### config.mk
export PLATFORM = sky130hd
export DESIGN_NAME = sr_latch_monitor
export DESIGN_NICKNAME = d
export VERILOG_FILES = /design/src/rtl/sr_latch_monitor.sv
export SDC_FILE = /design/constraint.sdc
export NUM_CORES = 1
export LEC_CHECK = 0
export CAP_MARGIN = 20
export CORE_ASPECT_RATIO = 0.5
export CORE_MARGIN = 4
export CORE_UTILIZATION = 56
export CTS_CLUSTER_SIZE = 12
export DETAILED_ROUTE_END_ITERATION = 7
export PLACE_DENSITY = 0.82
export SLEW_MARGIN = 20
export SYNTH_ARGS = -nofsm -noshare
export SYNTH_HDL_FRONTEND = slang
export SYNTH_SLANG_ARGS = --single-unit
### constraint.sdc
create_clock -name clk -period 4.1 [get_ports clk]
set_clock_uncertainty 0.05 [all_clocks]
set_input_delay 1.025 -clock clk [delete_from_list [all_inputs] [get_ports clk]]
set_output_delay 1.025 -clock clk [all_outputs]
set_load 0.01 [all_outputs]
### src/rtl/sr_latch_monitor.sv
// sr_latch_monitor: clocked response checker for an SR latch under test.
// Synchronizes the latch pins, tracks a reference model of the latch state
// and reports mismatches, non-complementary outputs and forbidden inputs.
// Optional build macro SR_MON_COVER_EN adds the cov_bits coverage output.
module sr_latch_monitor #(
  parameter int SYNC_STAGES   = 2,
  parameter int SETTLE_CYCLES = 2,
  parameter int CNT_W         = 8
) (
  input  logic             clk,
  input  logic             rst,
  input  logic             en,
  input  logic             s_in,
  input  logic             r_in,
  input  logic             q_in,
  input  logic             qbar_in,
  output logic             model_q,
  output logic             model_valid,
  output logic             forbidden,
  output logic             err_pulse,
  output logic             err_sticky,
  output logic [1:0]       err_code,
  output logic [CNT_W-1:0] err_cnt
`ifdef SR_MON_COVER_EN
  ,
  output logic [3:0]       cov_bits
`endif
);

  localparam int CW = $clog2(SETTLE_CYCLES + 1);
  localparam logic [CW-1:0] LOAD   = CW'(SETTLE_CYCLES);
  // The cycle that exposes a change already carries the new value, so it
  // counts as the first settle cycle after a change.
  localparam logic [CW-1:0] RELOAD = CW'(SETTLE_CYCLES - 1);
  localparam logic [CW-1:0] ONE    = CW'(1);

  typedef enum logic [1:0] {IDLE, SETTLE, TRACK, FORBID} state_t;

  state_t          state;
  logic [CW-1:0]   settle_cnt;
  logic [3:0]      sync_chain [SYNC_STAGES];
  logic [3:0]      synced;
  logic [1:0]      sr;
  logic [1:0]      sr_prev;
  logic            q_s;
  logic            qbar_s;
  logic            change;
  logic            settle_done;
  logic            after_forbid;
  logic            reported;
  logic            err_event;
  logic [1:0]      event_code;

  // Bit order in the chain: {s, r, q, qbar}
  assign synced = sync_chain[SYNC_STAGES-1];
  assign sr     = synced[3:2];
  assign q_s    = synced[1];
  assign qbar_s = synced[0];
  assign change = (sr != sr_prev);
  assign settle_done = en && (state == SETTLE) && !change && (settle_cnt <= ONE);

  // Pin synchronizers plus the previous synced {s,r} for change detection
  always_ff @(posedge clk or posedge rst) begin
    if (rst) begin
      for (int i = 0; i < SYNC_STAGES; i++) sync_chain[i] <= '0;
      sr_prev <= 2'b00;
    end else begin
      sync_chain[0] <= {s_in, r_in, q_in, qbar_in};
      for (int i = 1; i < SYNC_STAGES; i++) sync_chain[i] <= sync_chain[i-1];
      sr_prev <= sr;
    end
  end

  // Error detection: forbidden entry, then TRACK compares (a change wins)
  always_comb begin
    err_event  = 1'b0;
    event_code = 2'b00;
    if (settle_done && (sr == 2'b11)) begin
      err_event  = 1'b1;
      event_code = 2'b11;
    end else if (en && (state == TRACK) && !change && !reported) begin
      if (q_s == qbar_s) begin
        err_event  = 1'b1;
        event_code = 2'b10;
      end else if (model_valid && (q_s != model_q)) begin
        err_event  = 1'b1;
        event_code = 2'b01;
      end
    end
  end

  // Monitor FSM with the reference latch model and registered status
  always_ff @(posedge clk or posedge rst) begin
    if (rst) begin
      state        <= IDLE;
      settle_cnt   <= '0;
      forbidden    <= 1'b0;
      model_q      <= 1'b0;
      model_valid  <= 1'b0;
      after_forbid <= 1'b0;
      reported     <= 1'b0;
    end else begin
      if (change) reported <= 1'b0;
      if (!en) begin
        state      <= IDLE;
        settle_cnt <= '0;
        forbidden  <= 1'b0;
      end else begin
        case (state)
          IDLE: begin
            state      <= SETTLE;
            settle_cnt <= LOAD;
          end
          SETTLE: begin
            if (change) begin
              settle_cnt <= RELOAD;
            end else if (settle_cnt > ONE) begin
              settle_cnt <= settle_cnt - ONE;
            end else begin
              settle_cnt <= '0;
              if (sr == 2'b11) begin
                state        <= FORBID;
                forbidden    <= 1'b1;
                after_forbid <= 1'b1;
              end else begin
                state        <= TRACK;
                after_forbid <= 1'b0;
                reported     <= 1'b0;
                case (sr)
                  2'b10: begin
                    model_q     <= 1'b1;
                    model_valid <= 1'b1;
                  end
                  2'b01: begin
                    model_q     <= 1'b0;
                    model_valid <= 1'b1;
                  end
                  // Leaving s=r=1 for hold is a race: state unknown
                  default: if (after_forbid) model_valid <= 1'b0;
                endcase
              end
            end
          end
          TRACK: begin
            if (change) begin
              state      <= SETTLE;
              settle_cnt <= RELOAD;
            end else if (err_event) begin
              reported <= 1'b1;
            end
          end
          FORBID: begin
            if (change) begin
              state      <= SETTLE;
              settle_cnt <= RELOAD;
              forbidden  <= 1'b0;
            end
          end
          default: state <= IDLE;
        endcase
      end
    end
  end

  // Error reporting: pulse, sticky flag, last code and saturating count
  always_ff @(posedge clk or posedge rst) begin
    if (rst) begin
      err_pulse  <= 1'b0;
      err_sticky <= 1'b0;
      err_code   <= 2'b00;
      err_cnt    <= '0;
    end else begin
      err_pulse <= err_event;
      if (err_event) begin
        err_sticky <= 1'b1;
        err_code   <= event_code;
        if (err_cnt != '1) err_cnt <= err_cnt + CNT_W'(1);
      end
    end
  end

`ifdef SR_MON_COVER_EN
  // Coverage: mark each stable {s,r} combination that reaches TRACK/FORBID
  always_ff @(posedge clk or posedge rst) begin
    if (rst) begin
      cov_bits <= 4'b0000;
    end else if (settle_done) begin
      cov_bits[sr] <= 1'b1;
    end
  end
`endif

endmodule

==> tab_implementation.tex, run 1 <==
\begin{tabular}{lr}
\hline
Metric & Value \\
\hline
\multicolumn{2}{l}{\textbf{STA}} \\
\quad Achievable frequency & around 370 MHz \\
\quad Total Negative Setup Slacks & 0 ns \\
\quad Final Hold Slack & roughly 0.3 ns \\
\quad Slew at the pin with the worst max-slew slack & 0.498 ns \\
\quad Min cycle time layout & 2.72 ns \\
\quad Setup violators final & 0 \\
\quad RSZ-0062 raised after global routing & no \\
\quad Post-route fraction of the period consumed by the critical path & 66.4\% \\
\quad Max-slew violation total from the final report & 0 \\
\quad Final count of hold timing violations & 0 \\
\quad Headroom to the max-slew limit & approximately 67\% \\
\multicolumn{2}{l}{\textbf{Clock tree}} \\
\quad Clock slew seen by the registers of the worst setup and hold paths & 0.06 ns \\
\quad Number of sinks handled by clock tree synthesis & 31 \\
\quad Setup Fix Bufs, Post-CTS & 0 \\
\quad Source-to-sink clock delay at the later pin of the worst-skew pair & approximately 0.28 ns \\
\quad Clock tree buffer depth & 2 \\
\quad Root Driver & sky130\_fd\_sc\_hd\_\_clkbuf\_8 \\
\quad Total CTS buffers & 5 \\
\quad Number of gates resized after cts & 0 \\
\quad Clock tree from TritonCTS & built \\
\quad Number of buffers inserted by hold repair at cts & 0 \\
\quad Level count of the clock H-tree & 2 \\
\multicolumn{2}{l}{\textbf{Floorplanning}} \\
\quad FP Rows & 12 \\
\quad Horizontal die dimension & 80.1 um \\
\quad Standard cell core area & around 2300 sq um \\
\quad Die height & 44.1 um \\
\quad Die outline area & 3530 sq um \\
\quad Initial cell density of the core & 62.2\% \\
\quad I/O pin cnt & 22 \\
\multicolumn{2}{l}{\textbf{Setup path}} \\
\quad Classification of the worst setup path & in2reg \\
\quad CP required & 4.21 ns \\
\quad Critical Path End Type & flip-flop \\
\quad Arrival time at the worst endpoint & approximately 2.8 ns \\
\quad Slowest cell on crit path & sky130\_fd\_sc\_hd\_\_clkdlybuf4s50\_1 \\
\quad Critical-path maximum fanout & 11 \\
\quad Delay of the slowest critical-path stage & about 0.66 ns \\
\quad Cell Chain, Critical Path & clkdlybuf4s50\_1 -> nand3b\_1 -> o21ai\_2 -> and2\_4 -> mux2\_4 \\
\quad Startpoint Class & input pin \\
\multicolumn{2}{l}{\textbf{Pwr}} \\
\quad Part of the total power dissipated in the clock network & 40.1\% \\
\quad NetSw & 0.000221 W \\
\quad Combinational fraction of design power & 17.9\% \\
\quad Internal power contribution & 0.000671 W \\
\quad Switching portion of total power & 24.8\% \\
\quad Leakage power total & 0.800 nW \\
\quad Share of total power in sequential cells & 42.0\% \\
\quad PwrDens & 488 nW/um\^{}2 \\
\quad Worst IR drop on VDD & roughly 0.00029 V \\
\multicolumn{2}{l}{\textbf{Finish}} \\
\quad Number of filler cells placed in the layout & 155 \\
\quad Fraction of final layout cells sized beyond drive strength 1 & around 8\% \\
\quad Antenna Cells & 0 \\
\quad Fin util & 78.1\% \\
\quad Layout net count & 174 \\
\quad Area grow syn2layout & 25.6\% \\
\multicolumn{2}{l}{\textbf{Synthesis}} \\
\quad Synth Instances & 134 \\
\quad Top cells by area in the synthesized netlist & sky130\_fd\_sc\_hd\_\_dfrtp\_1, sky130\_fd\_sc\_hd\_\_ha\_1, sky130\_fd\_sc\_hd\_\_xnor2\_1, sky130\_fd\_sc\_hd\_\_nand2\_1, sky130\_fd\_sc\_hd\_\_inv\_1 \\
\quad Register area share after synthesis & between 50\% and 60\% \\
\quad Syn nets & between 100 and 150 \\
\quad Cell area after synthesis & 1460 sq um \\
\quad Area share of the largest cell type after synthesis & 53.3\% \\
\quad Warning count from the yosys run & 0 \\
\quad Library cell with the largest summed area after synthesis & sky130\_fd\_sc\_hd\_\_dfrtp\_1 \\
\quad FF+latch count, synth & 31 \\
\quad Avg Synthesized Cell Area & 10.9 sq um \\
\quad Number of distinct library cell variants in the gate-level netlist after synthesis & 35 \\
\multicolumn{2}{l}{\textbf{Global routing}} \\
\quad Pin count of the biggest net entering global routing & 32 \\
\quad Global route overflow & 0 \\
\quad Initial antenna violation count & 0 \\
\quad Wire length of the first global-routing pass & 4.90 mm \\
\quad Global-route met3 utilization & 6.91\% \\
\quad Overall Global Routing Usage & between 15 and 20\% \\
\quad Gr busiest metal & met2 \\
\quad Met1 track demand over resource in global routing & about 23\% \\
\quad Met2 GRT Util & 29.4\% \\
\quad Number of global-route vias before repair & approximately 1100 \\
\multicolumn{2}{l}{\textbf{Route}} \\
\quad Residual DRC & 0 \\
\quad Sum of routed wire length over all layers & 2.91 mm \\
\quad Via/cell ratio & 5.52 \\
\quad DR WL/cell & 14.8 um \\
\quad Length of the first detailed-routing pass in iterations & 4 \\
\quad Starting DRC count in detailed routing & 42 \\
\quad ANT nets after route & 0 \\
\quad Detailed-route via count & 1082 \\
\multicolumn{2}{l}{\textbf{Min path}} \\
\quad Min-delay worst type & reg2reg \\
\multicolumn{2}{l}{\textbf{Place}} \\
\quad Final weighted congestion of routability-driven global placement & about 0.8 \\
\quad Port buffer count & 21 \\
\quad DP Wirelength & 1.91 mm \\
\multicolumn{2}{l}{\textbf{Run}} \\
\quad Count of maximum capacitance violations & 0 \\
\multicolumn{2}{l}{\textbf{Status}} \\
\quad Status & finished, final reports clean \\
\hline
\end{tabular}
logic make-up after synthesis:
family | after synthesis | share of synthesized area, %
simple gates | 49 | 18.4
flops | 31 | 53.3
compound gates | 24 | 11.3
buf+inv | 12 | 3.78
xor+xnor | 8 | 4.81
fa+ha+maj | 7 | 6.01
mux | 3 | 2.41
metal layers:
metal / vias to the layer above / share of wire [%]
met1: 536 / 47
met2: 28 / 47
li1: 512 / -
met5: - / 0
met3: 6 / 5.1
met4: 0 / 1.0
flip-flops by register name, indices dropped and copies added (netlist names):
name	flops
err_sticky	1
synced	4
err_cnt	8
forbidden	1
after_forbid	1
model_q	1
err_pulse	1
state	2
sync_chain	4
model_valid	1
reported	1
err_code	2
sr_prev	2
settle_cnt	2
layout make-up:
class | instances | area (sq um) | area share [%]
Multi-Input combinational cell | 91 | 626 | 34.2
Clock inverter | 2 | 60.1 | 3.28
Clock buffer | 6 | 72.6 | 3.97
Tap cell | 35 | 43.8 | 2.39
Timing Repair Buffer | 22 | 218 | 11.9
Sequential cell | 31 | 776 | 42.4
Inverter | 9 | 33.8 | 1.85
path summary, 6_finish.rpt:
kind | startpoint | end | slack, ns | cells after the start
max | en | err_cnt[1] | 1.38 | 5
min | sync_chain[7] | synced[3] | 0.30 | 0
max reg2reg | state[1] | err_cnt[1] | 1.90 | 7
min reg2reg | sync_chain[7] | synced[3] | 0.30 | 0
max in group asynchronous | rst | state[1] | 2.63 | 3
min in group asynchronous | rst | err_cnt[3] | 1.08 | 3
Yosys cell counts:
cell type                  instances
sky130_fd_sc_hd__a211oi_1          1
sky130_fd_sc_hd__a21o_1            2
sky130_fd_sc_hd__a21oi_1           6
sky130_fd_sc_hd__a31oi_1           4
sky130_fd_sc_hd__a41oi_1           1
sky130_fd_sc_hd__a41oi_4           1
sky130_fd_sc_hd__and2_1            3
sky130_fd_sc_hd__and2_4            1
sky130_fd_sc_hd__and3_1            2
sky130_fd_sc_hd__and3b_1           1
sky130_fd_sc_hd__buf_2             2
sky130_fd_sc_hd__buf_6             1
sky130_fd_sc_hd__dfrtp_1          31
sky130_fd_sc_hd__ha_1              7
sky130_fd_sc_hd__inv_1             9
sky130_fd_sc_hd__mux2_4            1
sky130_fd_sc_hd__mux2i_1           2
sky130_fd_sc_hd__nand2_1          11
sky130_fd_sc_hd__nand2b_1          2
sky130_fd_sc_hd__nand3_1           6
sky130_fd_sc_hd__nand3b_1          2
sky130_fd_sc_hd__nand4_1           2
sky130_fd_sc_hd__nand4b_1          2
sky130_fd_sc_hd__nor2_1            5
sky130_fd_sc_hd__nor2b_1           2
sky130_fd_sc_hd__nor3_1            5
sky130_fd_sc_hd__nor3b_1           1
sky130_fd_sc_hd__o21ai_0           6
sky130_fd_sc_hd__o21ai_2           1
sky130_fd_sc_hd__o22ai_1           2
sky130_fd_sc_hd__or2_1             2
sky130_fd_sc_hd__or3_1             1
sky130_fd_sc_hd__or3_2             1
sky130_fd_sc_hd__xnor2_1           5
sky130_fd_sc_hd__xor2_1            3
critical path, delay by kind of cell:
kind / cells / cell delay, ns
buffers and inverters: 1 / 0.66
AND/OR/NAND/NOR: 2 / 0.45
AO/OA/AOI/OAI: 1 / 0.40
multiplexers: 1 / 0.30
placed cells by master, fill, tap and decap left out, drive strengths merged, types with 3 or more instances in the layout:
cell type / instances
a21oi: 6
dfrtp: 31
nand3: 6
clkdlybuf4s50: 21
xor2: 3
xnor2: 5
clkbuf: 6
o21ai: 7
nor2: 5
nor3: 5
nand2: 11
a31oi: 4
and2: 4
inv: 9
ha: 7
metrics by stage:
| step | power (W) | instance area [sq um] | setup slack (ns) | instances |
|---|---|---|---|---|
| after floorplan | 0.000460 | 1460 | 1.84 | 134 |
| final | 0.000892 | 1830 | 1.38 | 196 |
| after global routing | 0.000931 | 1830 | 1.29 | 196 |
| after detailed placement | 0.000538 | 1700 | 1.12 | 188 |
| after CTS | 0.000898 | 1830 | 1.39 | 196 |
| after global placement | 0.000532 | 1700 | 1.18 | 188 |
power groups by stage:
stage                     Clock [W]  Sequential [W]  Combinational (W)
after floorplan                   0        0.000385          0.0000750
after global placement            0        0.000377           0.000154
after detailed placement          0        0.000378           0.000160
after CTS                  0.000362        0.000374           0.000162
after global routing       0.000376        0.000379           0.000176
final                      0.000358        0.000375           0.000160
No activity file was read; power rests on OpenSTA's default activity.
==> run 2: changes to the inputs <==
--- a/config.mk
+++ b/config.mk
@@ -8,10 +8,10 @@
 export CAP_MARGIN = 20
 export CORE_ASPECT_RATIO = 0.5
 export CORE_MARGIN = 4
-export CORE_UTILIZATION = 56
+export CORE_UTILIZATION = 47
 export CTS_CLUSTER_SIZE = 12
 export DETAILED_ROUTE_END_ITERATION = 7
-export PLACE_DENSITY = 0.82
+export PLACE_DENSITY = 0.74
 export SLEW_MARGIN = 20
 export SYNTH_ARGS = -nofsm -noshare
 export SYNTH_HDL_FRONTEND = slang
==> constraint.sdc (replaced) <==
create_clock -name clk -period 2.5 [get_ports clk]
set_clock_uncertainty 0.05 [all_clocks]
set_input_delay 0.625 -clock clk [delete_from_list [all_inputs] [get_ports clk]]
set_output_delay 0.625 -clock clk [all_outputs]
set_load 0.01 [all_outputs]
==> run 2 against run 1 <==
  * Global-route usage shrank 3.2 points
  * Hold slack lost 0.0030 ns
  * Via count shrank 3.5%
  * Non-clock buffer count grew 1
  * First-iteration DRC count shrank 40%
  * Combinational power grew 61%
  * Clock-buffer cell count is the same
  * Critical path depth grew 2
  * Final area grew 0.55%
  * Register-to-register slack lost 1.5 ns
  * Critical path type is now reg2reg
  * Critical endpoint unchanged
  * Largest cell class unchanged
  * Highest routed layer unchanged
==> tab_implementation.tex, run 2 (synthesized netlist as in run 1, its figures left out) <==
\begin{tabular}{lr}
\hline
Metric & Value \\
\hline
\multicolumn{2}{l}{\textbf{Setup path}} \\
\quad FF-to-FF Start & state[1] \\
\quad Classification of the worst setup path & reg2reg \\
\quad Startpoint Class & flip-flop \\
\quad CP required & 2.62 ns (-1.59 ns) \\
\quad Timing startpoint of the critical path & state[1] \\
\quad Arrival time at the worst endpoint & 2.25 ns (-0.58 ns) \\
\quad Logic depth of the worst register-to-register path & 7 (unchanged) \\
\quad FF-to-FF setup slack & 0.37 ns (-1.53 ns) \\
\quad FF-to-FF End & err\_cnt[1] \\
\quad Critical Path End Type & flip-flop \\
\quad Critical-path maximum fanout & 10 (-1) \\
\multicolumn{2}{l}{\textbf{Min path}} \\
\quad HP Start & sync\_chain[7] \\
\quad Cell count of the worst hold path & 0 (unchanged) \\
\quad Endpoint of the worst hold-timing path & synced[3] \\
\quad Min-delay worst type & reg2reg \\
\multicolumn{2}{l}{\textbf{Global routing}} \\
\quad Met1 track demand over resource in global routing & 19.7\% (-3.5 points) \\
\quad Wire length of the first global-routing pass & 4.49 mm (-8.3\%) \\
\quad Initial antenna violation count & 0 (unchanged) \\
\quad Global-route met3 utilization & 5.08\% (-1.8 points) \\
\quad Overall Global Routing Usage & 15.1\% (-3.2 points) \\
\quad Number of global-route vias before repair & 1000 (-10\%) \\
\quad Global route overflow & 0 (unchanged) \\
\quad Met2 GRT Util & 23.3\% (-6.2 points) \\
\quad Gr busiest metal & met2 \\
\quad Pin count of the biggest net entering global routing & 32 (unchanged) \\
\multicolumn{2}{l}{\textbf{Route}} \\
\quad Sum of routed wire length over all layers & 2.75 mm (-5.5\%) \\
\quad Starting DRC count in detailed routing & 25 (-40\%) \\
\quad DR WL/cell & 13.8 um (-6.9\%) \\
\quad Via/cell ratio & 5.25 (-5.0\%) \\
\quad ANT nets after route & 0 (unchanged) \\
\quad Detailed-route via count & 1044 (-3.5\%) \\
\quad Residual DRC & 0 (unchanged) \\
\quad Length of the first detailed-routing pass in iterations & 4 (unchanged) \\
\multicolumn{2}{l}{\textbf{STA}} \\
\quad Final count of hold timing violations & 0 (unchanged) \\
\quad Post-route fraction of the period consumed by the critical path & between 80\% and 90\% \\
\quad Final Hold Slack & 0.298 ns (-0.00301 ns) \\
\quad Setup violators final & 0 (unchanged) \\
\quad RSZ-0062 raised after global routing & no \\
\quad Total Negative Setup Slacks & 0 ns (unchanged) \\
\quad Max-slew violation total from the final report & 0 (unchanged) \\
\quad Slew at the pin with the worst max-slew slack & 0.482 ns (-0.0168 ns) \\
\quad Achievable frequency & 470 MHz \\
\quad Min cycle time layout & 2.13 ns \\
\quad Headroom to the max-slew limit & 67.8\% (+1.1 points) \\
\multicolumn{2}{l}{\textbf{Clock tree}} \\
\quad Number of buffers inserted by hold repair at cts & 0 (unchanged) \\
\quad Level count of the clock H-tree & 2 (unchanged) \\
\quad Number of sinks handled by clock tree synthesis & 31 (unchanged) \\
\quad Clock tree from TritonCTS & built \\
\quad Total CTS buffers & 5 (unchanged) \\
\quad Clock slew seen by the registers of the worst setup and hold paths & 0.07 ns (about the same) \\
\quad Root Driver & sky130\_fd\_sc\_hd\_\_clkbuf\_8 \\
\quad Setup Fix Bufs, Post-CTS & 0 (unchanged) \\
\quad Clock tree buffer depth & 2 (unchanged) \\
\quad Source-to-sink clock delay at the later pin of the worst-skew pair & 0.28 ns (about the same) \\
\quad Number of gates resized after cts & 0 (unchanged) \\
\multicolumn{2}{l}{\textbf{Place}} \\
\quad DP Wirelength & 1.90 mm (-0.48\%) \\
\quad Final weighted congestion of routability-driven global placement & 0.751 (-5.1\%) \\
\quad Port buffer count & 21 (unchanged) \\
\multicolumn{2}{l}{\textbf{Pwr}} \\
\quad Overall power after layout & 0.00145 W (+63\%) \\
\quad Leakage power total & 0.805 nW (+0.60\%) \\
\quad PwrDens & 789 nW/um\^{}2 (+62\%) \\
\quad Worst IR drop on VDD & 0.000435 V (+49\%) \\
\multicolumn{2}{l}{\textbf{Floorplanning}} \\
\quad I/O pin cnt & 22 (unchanged) \\
\quad FP Rows & 13 (+1) \\
\quad Initial cell density of the core & 52.7\% (-9.5 points) \\
\quad Horizontal die dimension & 86.7 um (+8.2\%) \\
\quad Die outline area & 4110 sq um (+16\%) \\
\quad Standard cell core area & 2770 sq um (+18\%) \\
\quad Die height & 47.4 um (+7.5\%) \\
\multicolumn{2}{l}{\textbf{Finish}} \\
\quad Most flops, register & err\_cnt \\
\quad Area grow syn2layout & 26.3\% \\
\quad Most frequent cells in the layout & sky130\_fd\_sc\_hd\_\_dfrtp\_1, sky130\_fd\_sc\_hd\_\_clkdlybuf4s50\_1, sky130\_fd\_sc\_hd\_\_nand2\_1 \\
\quad Layout net count & 175 (+0.57\%) \\
\quad Fraction of final layout cells sized beyond drive strength 1 & 8.64\% (+0.57 points) \\
\quad Max reg flops & 8 (unchanged) \\
\quad Antenna Cells & 0 (unchanged) \\
\quad Most common cell after layout, fill and taps aside & sky130\_fd\_sc\_hd\_\_dfrtp\_1 \\
\multicolumn{2}{l}{\textbf{Run}} \\
\quad Count of maximum capacitance violations & 0 (unchanged) \\
\multicolumn{2}{l}{\textbf{Status}} \\
\quad Status & finished, final reports clean \\
\hline
\end{tabular}
==> run 2: cell types whose count changed in the layout (fill, tap and decap cells not counted) <==
cell	delta
sky130_fd_sc_hd__buf_4	+1
==> run 2: routing by layer <==
metal  share of wire [%]  vias to the layer above  wire (um)
met3                 4.4                        3        120
met2                  45                       21       1230
met4                0.84                        0         23
li1                    -                      518          -
met5                   0                        -          0
met1                  50                      502       1380
==> run 2: final cells by class <==
class                           instances  area, sq um
Fill cell                             218          926
Sequential cell                        31          776
Multi-Input combinational cell         91          626
Timing Repair Buffer                   23          225
Clock buffer                            6         72.6
Clock inverter                          2         60.1
Tap cell                               37         46.3
Inverter                                9         33.8
==> run 2: power by group <==
| part | total, W | internal, W | switching [W] |
|---|---|---|---|
| clock network | 0.000581 | 0.000398 | 0.000183 |
| logic | 0.000257 | 0.000142 | 0.000116 |
| registers | 0.000612 | 0.000561 | 0.0000513 |
| total | 0.00145 | 0.00110 | 0.000350 |
==> run 2: how the worst max path moves through the flow <==
stage | slack [ns] | cells after the start | endpoint
2_1_floorplan | 0.62 | 8 | err_cnt[1]
6_report | 0.37 | 7 | err_cnt[1]
3_5_place_dp | 0.14 | 5 | err_cnt[1]
5_1_grt | 0.26 | 7 | err_cnt[1]
4_1_cts | 0.39 | 7 | err_cnt[1]
3_3_place_gp | 0.17 | 5 | err_cnt[1]
==> run 2: through the flow <==
stage	cell area, sq um	setup slack [ns]	std cells	utilization, %
2_1_floorplan	1460	0.624	134	-
3_3_place_gp	1710	0.175	191	61.7
3_5_place_dp	1710	0.141	191	61.7
4_1_cts	1840	0.388	199	66.5
5_1_grt	1840	0.255	199	66.5
6_report	1840	0.374	199	66.5
==> run 2: critical path, cell delays in order, from the launching register on <==
cell and delay [ns]:
sky130_fd_sc_hd__dfrtp_1 0.46, sky130_fd_sc_hd__inv_1 0.11, sky130_fd_sc_hd__ha_1 0.33, sky130_fd_sc_hd__and3b_1 0.26, sky130_fd_sc_hd__nand2_1 0.09, sky130_fd_sc_hd__o21ai_2 0.18, sky130_fd_sc_hd__and2_4 0.24, sky130_fd_sc_hd__mux2_4 0.29
==> run 3: changes to the inputs <==
--- a/config.mk
+++ b/config.mk
@@ -11,8 +11,10 @@
 export CORE_UTILIZATION = 47
 export CTS_CLUSTER_SIZE = 12
 export DETAILED_ROUTE_END_ITERATION = 7
+export GPL_TIMING_DRIVEN = 0
 export PLACE_DENSITY = 0.74
 export SLEW_MARGIN = 20
 export SYNTH_ARGS = -nofsm -noshare
 export SYNTH_HDL_FRONTEND = slang
 export SYNTH_SLANG_ARGS = --single-unit
+export TNS_END_PERCENT = 30
==> run 3 against run 2 <==
  * Non-clock buffer count grew 1
  * Die area stayed put
  * Sequential cell count did not move
  * Sequential share of layout area grew 0.88 points
  * Total power is 14% lower
  * Core utilization fell by 1.4 points
  * Hold slack improved by 0.0055 ns
  * Fmax shrank 8.1%
==> tab_implementation.tex, run 3 (synthesized netlist as in run 1, its figures left out) <==
\begin{tabular}{lr}
\hline
Metric & Value \\
\hline
\multicolumn{2}{l}{\textbf{Status}} \\
\quad Status & finished, final reports clean \\
\multicolumn{2}{l}{\textbf{Finish}} \\
\quad Most common cell after layout, fill and taps aside & sky130\_fd\_sc\_hd\_\_dfrtp\_1 \\
\quad Area grow syn2layout & 23.7\% \\
\quad Post-route cell area & 1800 sq um (-2.0\%) \\
\quad Max reg flops & 8 (unchanged) \\
\quad Most flops, register & err\_cnt \\
\quad Number of filler cells placed in the layout & 235 (+7.8\%) \\
\quad Layout net count & 176 (+0.57\%) \\
\quad Most frequent cells in the layout & sky130\_fd\_sc\_hd\_\_dfrtp\_1, sky130\_fd\_sc\_hd\_\_clkdlybuf4s50\_1, sky130\_fd\_sc\_hd\_\_nand2\_1 \\
\quad Antenna Cells & 0 (unchanged) \\
\quad Fraction of final layout cells sized beyond drive strength 1 & 10.4\% (+1.8 points) \\
\quad Multi-input gate area & 626 sq um (unchanged) \\
\quad Sequential cell area & 776 sq um (unchanged) \\
\multicolumn{2}{l}{\textbf{Place}} \\
\quad Placement Setup Slack & -0.0561 ns (-0.197 ns) \\
\quad DP Wirelength & 1.92 mm (+0.77\%) \\
\quad Final weighted congestion of routability-driven global placement & 0.728 (-3.1\%) \\
\quad Instance area at placement & 1710 sq um (+0.37\%) \\
\quad Port buffer count & 21 (unchanged) \\
\multicolumn{2}{l}{\textbf{STA}} \\
\quad Max-slew violation total from the final report & 0 (unchanged) \\
\quad Final count of hold timing violations & 0 (unchanged) \\
\quad Final Hold Slack & 0.303 ns (+0.00553 ns) \\
\quad RSZ-0062 raised after global routing & no \\
\quad Min cycle time layout & 2.31 ns (+0.186 ns) \\
\quad Post-route fraction of the period consumed by the critical path & 92.5\% (+7.4 points) \\
\quad Final setup margin & 0.188 ns (-0.186 ns) \\
\quad Slew at the pin with the worst max-slew slack & 0.625 ns (+0.143 ns) \\
\quad Headroom to the max-slew limit & 58.3\% (-9.5 points) \\
\quad Achievable frequency & 433 MHz (-8.1\%) \\
\quad Setup violators final & 0 (unchanged) \\
\multicolumn{2}{l}{\textbf{Global routing}} \\
\quad Initial antenna violation count & 0 (unchanged) \\
\quad Overall Global Routing Usage & 15.2\% (+0.024 points) \\
\quad Number of global-route vias before repair & 1046 (+4.6\%) \\
\quad Global route overflow & 0 (unchanged) \\
\quad Wire length of the first global-routing pass & 4.57 mm (+1.7\%) \\
\quad Pin count of the biggest net entering global routing & 32 (unchanged) \\
\multicolumn{2}{l}{\textbf{Setup path}} \\
\quad Critical-path maximum fanout & 10 (unchanged) \\
\quad Arrival time at the worst endpoint & 2.43 ns (+0.18 ns) \\
\quad Classification of the worst setup path & in2reg \\
\quad CP required & 2.61 ns (about the same) \\
\quad Startpoint Class & input pin \\
\quad Logic depth of the worst register-to-register path & 8 (+1) \\
\quad Critical Path End Type & flip-flop \\
\multicolumn{2}{l}{\textbf{Floorplanning}} \\
\quad Die height & 47.4 um (unchanged) \\
\quad Die outline area & 4110 sq um (unchanged) \\
\quad Initial cell density of the core & 52.7\% (unchanged) \\
\quad Standard cell core area & 2770 sq um (unchanged) \\
\quad FP Rows & 13 (unchanged) \\
\quad Horizontal die dimension & 86.7 um (unchanged) \\
\quad I/O pin cnt & 22 (unchanged) \\
\multicolumn{2}{l}{\textbf{Clock tree}} \\
\quad Number of sinks handled by clock tree synthesis & 31 (unchanged) \\
\quad Clock tree from TritonCTS & built \\
\quad Number of gates resized after cts & 0 (unchanged) \\
\quad Level count of the clock H-tree & 2 (unchanged) \\
\quad Clock tree buffer depth & 2 (unchanged) \\
\quad Setup Fix Bufs, Post-CTS & 0 (unchanged) \\
\quad Root Driver & sky130\_fd\_sc\_hd\_\_clkbuf\_8 \\
\quad Clock slew seen by the registers of the worst setup and hold paths & 0.07 ns (about the same) \\
\quad Total CTS buffers & 5 (unchanged) \\
\quad Number of buffers inserted by hold repair at cts & 0 (unchanged) \\
\quad Source-to-sink clock delay at the later pin of the worst-skew pair & 0.28 ns (about the same) \\
\multicolumn{2}{l}{\textbf{Route}} \\
\quad Length of the first detailed-routing pass in iterations & 4 (unchanged) \\
\quad Starting DRC count in detailed routing & 56 (+120\%) \\
\quad Sum of routed wire length over all layers & 2.68 mm (-2.3\%) \\
\quad Residual DRC & 0 (unchanged) \\
\quad Detailed-route via count & 1043 (-0.096\%) \\
\quad DR WL/cell & 13.4 um (-2.8\%) \\
\quad ANT nets after route & 0 (unchanged) \\
\quad Via/cell ratio & 5.22 (-0.60\%) \\
\multicolumn{2}{l}{\textbf{Run}} \\
\quad Count of maximum capacitance violations & 0 (unchanged) \\
\multicolumn{2}{l}{\textbf{Min path}} \\
\quad Min-delay worst type & reg2reg \\
\quad Cell count of the worst hold path & 0 (unchanged) \\
\multicolumn{2}{l}{\textbf{Pwr}} \\
\quad Leakage power total & 0.784 nW (-2.7\%) \\
\quad PwrDens & 696 nW/um\^{}2 (-12\%) \\
\quad Worst IR drop on VDD & 0.000480 V (+10\%) \\
\hline
\end{tabular}
-- run 3: cell types whose count changed in the layout (fill, tap and decap cells not counted) --
cell	before	now
sky130_fd_sc_hd__buf_2	0	2
sky130_fd_sc_hd__inv_2	0	1
sky130_fd_sc_hd__clkinv_2	0	1
sky130_fd_sc_hd__buf_6	0	1
sky130_fd_sc_hd__clkinvlp_4	0	2
sky130_fd_sc_hd__bufinv_16	2	0
sky130_fd_sc_hd__inv_1	9	8
sky130_fd_sc_hd__buf_4	2	0
sky130_fd_sc_hd__clkbuf_1	1	0
-- run 3: metrics by stage --
step                      setup TNS [ns]  instances  total power [W]  util (%)
after floorplan                        0        134         0.000754         -
after global placement           -0.0679        192         0.000873      61.9
after detailed placement         -0.0561        192         0.000884      61.9
after CTS                              0        200          0.00127      65.2
after global routing                   0        200          0.00133      65.2
final                                  0        200          0.00125      65.2
-- run 3: layout make-up --
cell class,instances,area share [%]
Buffer,3,1.18
Clock buffer,5,3.82
Clock inverter,3,1.11
Inverter,9,1.87
Multi-Input combinational cell,91,34.7
Sequential cell,31,43.1
Tap cell,37,2.57
Timing Repair Buffer,21,11.7
-- run 3: routing by layer --
layer | share of wire, % | wire [um] | global-route usage [%]
met2 | 46 | 1230 | 25.4
met4 | 2.3 | 62 | 8.70
met3 | 6.1 | 163 | 5.60
met1 | 46 | 1230 | 17.5
met5 | 0 | 0 | 0
-- run 3: path summary, 6_finish.rpt --
kind / startpoint / to / slack, ns
setup / recovery: en / err_cnt[1] / 0.19
hold / removal: sync_chain[7] / synced[3] / 0.30
setup reg to reg: state[1] / err_cnt[1] / 0.34
hold reg to reg: sync_chain[7] / synced[3] / 0.30
max in group asynchronous: rst / settle_cnt[0] / 1.29
min in group asynchronous: rst / sync_chain[6] / 0.69
-- run 3: report_power, final --
part	switching (W)	internal (W)	total [W]	leakage (nW)
Sequential	0.0000508	0.000561	0.000611	0.393
Combinational	0.000117	0.000144	0.000261	0.350
Clock	0.000189	0.000193	0.000382	0.0402
Total	0.000356	0.000898	0.00125	0.784
-- run 3: worst max-delay path: stages --
cell	delay [ns]
sky130_fd_sc_hd__clkdlybuf4s50_1	0.47
sky130_fd_sc_hd__buf_2	0.19
sky130_fd_sc_hd__nand3b_1	0.17
sky130_fd_sc_hd__o21ai_2	0.42
sky130_fd_sc_hd__and2_4	0.25
sky130_fd_sc_hd__mux2_4	0.30
